File: config.mk
export PLATFORM = sky130hd
export DESIGN_NAME = pwm_controller
export DESIGN_NICKNAME = d
export VERILOG_FILES = /design/src/rtl/pwm_pkg.sv /design/src/rtl/pwm_prescaler.sv /design/src/rtl/pwm_controller.sv
export SDC_FILE = /design/constraint.sdc
export NUM_CORES = 1
export LEC_CHECK = 0
export BUFFER_PORTS_ARGS = -buffer_cell sky130_fd_sc_hd__buf_4
export CAP_MARGIN = 20
export CORE_UTILIZATION = 43
export DETAILED_ROUTE_END_ITERATION = 8
export PLACE_DENSITY = 0.67
export SLEW_MARGIN = 0
export SYNTH_ARGS = -nofsm -noshare
export SYNTH_HDL_FRONTEND = slang
export SYNTH_SLANG_ARGS = --single-unit
File: constraint.sdc
create_clock -name clk -period 3.7 [get_ports clk]
set_input_delay 0.37 -clock clk [delete_from_list [all_inputs] [get_ports clk]]
set_output_delay 0.37 -clock clk [all_outputs]
set_load 0.02 [all_outputs]
File: src/rtl/pwm_pkg.sv
// Shared definitions for the PWM pin sequencer: step/duty constants,
// the shadowed configuration record and the compare/gating helpers.
package pwm_pkg;

    localparam int         PWM_STEPS    = 255;
    localparam logic [7:0] PWM_STEP_MAX = 8'd254;
    localparam logic [7:0] DUTY_FULL    = 8'hFF;
    localparam int         NUM_PINS     = 16;

    // Configuration that is applied to the pins as one coherent set
    typedef struct packed {
        logic [NUM_PINS-1:0] out_en;
        logic [NUM_PINS-1:0] pwm_en;
        logic [7:0]          duty;
    } pwm_cfg_t;

    // Shared waveform: full duty is pinned high so 0xFF never shows a low step
    function automatic logic pwm_compare(input logic [7:0] step, input logic [7:0] duty);
        return (duty == DUTY_FULL) || (step < duty);
    endfunction

    // Pins without PWM enable drive a static 1 whenever they are output-enabled
    function automatic logic [NUM_PINS-1:0] pin_drive(input pwm_cfg_t cfg, input logic raw);
        return cfg.out_en & (~cfg.pwm_en | {NUM_PINS{raw}});
    endfunction

endpackage

File: src/rtl/pwm_prescaler.sv
// Divides clk down to one step_tick every PRESCALE cycles; clear holds the
// count at zero so a re-enabled block starts a fresh step.
module pwm_prescaler
    import pwm_pkg::*;
#(
    parameter int PRESCALE = 12
) (
    input  logic clk,
    input  logic rst_n,
    input  logic clear,
    output logic step_tick
);

    localparam logic [15:0] CNT_LAST = 16'(PRESCALE - 1);

    logic [15:0] cnt_q;
    logic [15:0] cnt_d;

    // Tick on the last count of each step, also every cycle when PRESCALE is 1
    always_comb begin
        step_tick = (cnt_q == CNT_LAST);
    end

    // Next count: wrap after the tick, forced to zero while cleared
    always_comb begin
        cnt_d = cnt_q + 16'd1;
        if (clear || step_tick) begin
            cnt_d = '0;
        end
    end

    // Count register
    always_ff @(posedge clk or negedge rst_n) begin
        if (!rst_n) begin
            cnt_q <= '0;
        end else begin
            cnt_q <= cnt_d;
        end
    end

endmodule

File: src/rtl/pwm_controller.sv
// Drives 16 pins from the SPI configuration bank with one shared PWM
// waveform of 255 steps per period.
// Build option PWM_SHADOW_EN: when defined, configuration is captured only
// at the period wrap; otherwise it passes straight through to the pins.
module pwm_controller
    import pwm_pkg::*;
#(
    parameter int PRESCALE = 12
) (
    input  logic                clk,
    input  logic                rst_n,
    input  logic                ena,
    input  logic [7:0]          en_reg_out_7_0,
    input  logic [7:0]          en_reg_out_15_8,
    input  logic [7:0]          en_reg_pwm_7_0,
    input  logic [7:0]          en_reg_pwm_15_8,
    input  logic [7:0]          pwm_duty_cycle,
    output logic [NUM_PINS-1:0] pwm_out,
    output logic                period_start
);

    logic                step_tick;
    logic                wrap;
    logic [7:0]          step_q;
    logic [7:0]          step_d;
    pwm_cfg_t            cfg_in;
    pwm_cfg_t            cfg_next;
    logic [NUM_PINS-1:0] pwm_out_q;
    logic [NUM_PINS-1:0] pwm_out_d;
    logic                period_start_q;
    logic                period_start_d;

    pwm_prescaler #(
        .PRESCALE (PRESCALE)
    ) u_prescaler (
        .clk       (clk),
        .rst_n     (rst_n),
        .clear     (!ena),
        .step_tick (step_tick)
    );

    // Gather the register bank into one record and detect the period wrap
    always_comb begin
        cfg_in.out_en = {en_reg_out_15_8, en_reg_out_7_0};
        cfg_in.pwm_en = {en_reg_pwm_15_8, en_reg_pwm_7_0};
        cfg_in.duty   = pwm_duty_cycle;
        wrap          = step_tick && (step_q == PWM_STEP_MAX);
    end

    // Step counter: disable wins over the wrap so a re-enable starts at step 0
    always_comb begin
        step_d = step_q;
        if (!ena || wrap) begin
            step_d = '0;
        end else if (step_tick) begin
            step_d = step_q + 8'd1;
        end
    end

    // Step counter register
    always_ff @(posedge clk or negedge rst_n) begin
        if (!rst_n) begin
            step_q <= '0;
        end else begin
            step_q <= step_d;
        end
    end

`ifdef PWM_SHADOW_EN
    pwm_cfg_t cfg_q;
    pwm_cfg_t cfg_d;

    // Shadow capture only at the wrap, independent of ena, so pins never glitch
    always_comb begin
        cfg_d = cfg_q;
        if (wrap) begin
            cfg_d = cfg_in;
        end
        cfg_next = cfg_d;
    end

    // Shadow register
    always_ff @(posedge clk or negedge rst_n) begin
        if (!rst_n) begin
            cfg_q <= '0;
        end else begin
            cfg_q <= cfg_d;
        end
    end
`else
    // Without shadowing the live register bank feeds the pin logic directly
    always_comb begin
        cfg_next = cfg_in;
    end
`endif

    // Pin drive is computed from next-cycle state so the outputs line up with
    // the registered step/shadow and with the period_start pulse
    always_comb begin
        pwm_out_d      = '0;
        period_start_d = 1'b0;
        if (ena) begin
            pwm_out_d      = pin_drive(cfg_next, pwm_compare(step_d, cfg_next.duty));
            period_start_d = wrap;
        end
    end

    // Output registers
    always_ff @(posedge clk or negedge rst_n) begin
        if (!rst_n) begin
            pwm_out_q      <= '0;
            period_start_q <= 1'b0;
        end else begin
            pwm_out_q      <= pwm_out_d;
            period_start_q <= period_start_d;
        end
    end

    assign pwm_out      = pwm_out_q;
    assign period_start = period_start_q;

endmodule

==> results_dict.tcl <==
set metrics [dict create \
    drt-total-wl_um 4100 \
    grt_pass1_vias 1683 \
    hold_violations 0 \
    placed_cells 306 \
    p_int_w 0.000640 \
    post_drt_via_cell_ratio 5.18 \
    rows 24 \
    num_vias 1628 \
    power_frac_clock_pct 32.9 \
    cts_made_buffers 5 \
    endpoint_kind "register" \
    setup_viol_count_final 0 \
    reg2reg_to "pwm_out[1]$_DFF_PN0_" \
    fin_setup_tns_ps 0 \
    htreeDepth 2 \
    synthSimpleGateAreaFrac_pct 21.6 \
    status "complete, no violations" \
    cts_hold_buf 0 \
    synth_compound_area_share_pct 10.5 \
    hpwlAfterDp_um 3090 \
    ys_ff_latch 41 \
    finalClockSkew_ps 5.86 \
    cap_violations 0 \
    place_congestion 0.801 \
    power_density_mw_per_mm2 323 \
    ys_warn_count 0 \
    firstDrtPassIters 4 \
    ios 60 \
    cts_tree "built" \
    power_frac_seq_pct 55.1 \
    synthXorXnorAreaFrac_pct 8.46 \
    die_h_um 71.4 \
    cts_resized 0 \
    rr_worst_depth 11 \
    regToRegSetupSlack_ps 510 \
    final_cell_mix "buf_4 (59), dfrtp_1 (41), nand2_1 (28)" \
    fin_cells 314 \
    start_util_pct 46.0 \
    grt_pass1_wl_um 7420 \
    fmax_ghz 0.313 \
    start_kind "register" \
    worst_slew_pin_slew_ps 561 \
    fin_crit_sh_pct 86.3 \
    synth_seq_area_share_pct 49.5 \
    overflow 0 \
    relSlewSlack_pct 62.5 \
    cp.arrival_ps 3340 \
    fillCellCount 418 \
    route.detailed.drc 0 \
    cpPeakStageDelay_ps 510 \
    critPathSlowestCell "o21ai_4" \
    worst-path-max-fanout 16 \
    syn_to_final_growth_pct 26.1 \
    fin_crit_ps 3190 \
    drive_above_1_share_pct 31.7 \
    crit_chain "ha_1 -> and4bb_1 -> nand4_1 -> o21ai_1 -> nor2_1 -> ha_1 -> nand2_1 -> nor2_1 -> o221ai_1 -> o21ai_4 -> a21oi_1" \
    nets 314 \
    core_area_mm2 0.00450 \
    synth-adder-area-share_pct 6.04 \
    power_frac_comb_pct 12.0 \
    die_w_um 71.4 \
    wl_per_cell_um 13.0 \
    synth_top_family_by_area "simple AND/OR/NAND/NOR gates" \
    hold_class "in2async" \
    initialDrtViolationCount 127 \
    clkSinkCount 41 \
    syn-num-nets 254 \
    syn_avg_cell_area_um2 10.3 \
    syn_area_mm2 0.00207 \
    port_buffers 59 \
    critPathBufInv 0 \
    cts_buffer_depth 2 \
    reg2reg_from "u_prescaler.cnt_q[0]$_DFF_PN0_" \
    maxSlewViolCount 0 \
    drtAntennaViolNets 0 \
    synthMuxAreaShare_pct 0 \
    path_class "reg2reg" \
    clockRootBuffer "clkbuf_8" \
    leakage_nw 1.30 \
    yosysUniqueCellTypes 30 \
    grt_max_degree 42 \
    antennaDiodeCount 0 \
    synthCells 201 \
    rsz0062_at_grt "false" \
    antenna_found_initial 0 \
    cts_setup_buffers 0 \
    switching_share_pct 24.1 \
    clock_latency_ps 290 \
    ir_worst_vdd_mv 0.204 \
    dieArea_mm2 0.00510 \
    final_common_cell "buf_4" \
    switchingPower_w 0.000203 \
    cp_top_family "compound AO/OA/AOI/OAI gates" \
    grt_usage_pct 18.9 \
    required_ps 3850 \
    path_clk_slew_ps 80 \
]
cells in the mapped netlist:
cell,instances,area (um^2)
buf_6,3,33.8
and2b_2,1,8.76
and4bb_1,1,12.5
o221ai_1,1,8.76
clkbuf_4,1,7.51
clkbuf_1,1,3.75
nand4_1,9,56.3
nand3_1,8,40.0
xnor2_1,4,35.0
a21oi_1,9,45.0
nor2_1,26,97.6
inv_1,8,30.0
a21oi_2,10,87.6
xor2_1,16,140
and4_1,4,35.0
and3_1,3,18.8
a211oi_1,1,7.51
nor4_4,2,42.5
nor3_1,4,20.0
a31o_2,1,8.76
a41oi_1,1,8.76
nand2_1,28,105
and4_2,1,10.0
buf_2,1,5.00
o21ai_1,1,5.00
ha_1,10,125
a311oi_2,1,15.0
dfrtp_1,41,1030
o21ai_0,3,15.0
o21ai_4,1,16.3
sequential cells by signal, indices dropped and copies added (netlist names):
register,flops
pwm_out,16
u_prescaler.cnt_q,16
period_start,1
step_q,8
power groups by stage:
| stage | sequential, W | combinational [W] | clock (W) |
|---|---|---|---|
| floorplan | 0.000485 | 0.0000277 | 0 |
| global placement | 0.000473 | 0.000103 | 0 |
| detailed placement | 0.000473 | 0.000103 | 0 |
| CTS | 0.000465 | 0.000103 | 0.000291 |
| global route | 0.000466 | 0.000113 | 0.000308 |
| finish | 0.000465 | 0.000101 | 0.000278 |
routing by layer:
metal,vias up,track usage (%),wire length (um)
li1,812,-,-
met1,758,24.5,1920
met2,52,29.3,1810
met3,6,6.47,299
met4,0,7.33,65
met5,-,0,0
worst max-delay path by stage:
| stage | start | end | slack [ps] | cells after the start |
|---|---|---|---|---|
| 4_1_cts | u_prescaler.cnt_q[0]$_DFF_PN0_ | pwm_out[3]$_DFF_PN0_ | 490 | 11 |
| 2_1_floorplan | u_prescaler.cnt_q[0]$_DFF_PN0_ | pwm_out[10]$_DFF_PN0_ | 950 | 12 |
| 3_5_place_dp | u_prescaler.cnt_q[0]$_DFF_PN0_ | pwm_out[3]$_DFF_PN0_ | 510 | 11 |
| 5_1_grt | u_prescaler.cnt_q[0]$_DFF_PN0_ | pwm_out[1]$_DFF_PN0_ | 50 | 11 |
| 6_report | u_prescaler.cnt_q[0]$_DFF_PN0_ | pwm_out[1]$_DFF_PN0_ | 510 | 11 |
| 3_3_place_gp | u_prescaler.cnt_q[0]$_DFF_PN0_ | pwm_out[4]$_DFF_PN0_ | 640 | 11 |
logic make-up after synthesis:
kind of cell / Yosys count
flip-flops: 41
adder cells (fa/ha/maj): 10
buffers and inverters: 14
AND/OR/NAND/NOR: 87
AO/OA/AOI/OAI: 29
XOR/XNOR: 20
layout make-up:
cell class                      instances  area (um^2)  share of cell area, %
Clock inverter                          2         10.0                  0.383
Tap cell                               52         65.1                   2.49
Multi-Input combinational cell        146          965                   36.9
Timing Repair Buffer                   59          443                   17.0
Inverter                                8         30.0                   1.15
Clock buffer                            6         72.6                   2.78
Sequential cell                        41         1030                   39.3
per-stage QoR:
stage	area, um^2	utilization, %	worst slack [ps]	hold slack, ps	power (W)
after global routing	2610	58.0	53.3	87.6	0.000888
after global placement	2530	56.1	643	381	0.000576
after floorplan	2070	-	954	74.4	0.000512
after detailed placement	2530	56.1	515	378	0.000576
after CTS	2610	58.0	486	60.0	0.000858
final	2610	58.0	508	39.9	0.000844
Power figures use the tool's default switching activity.
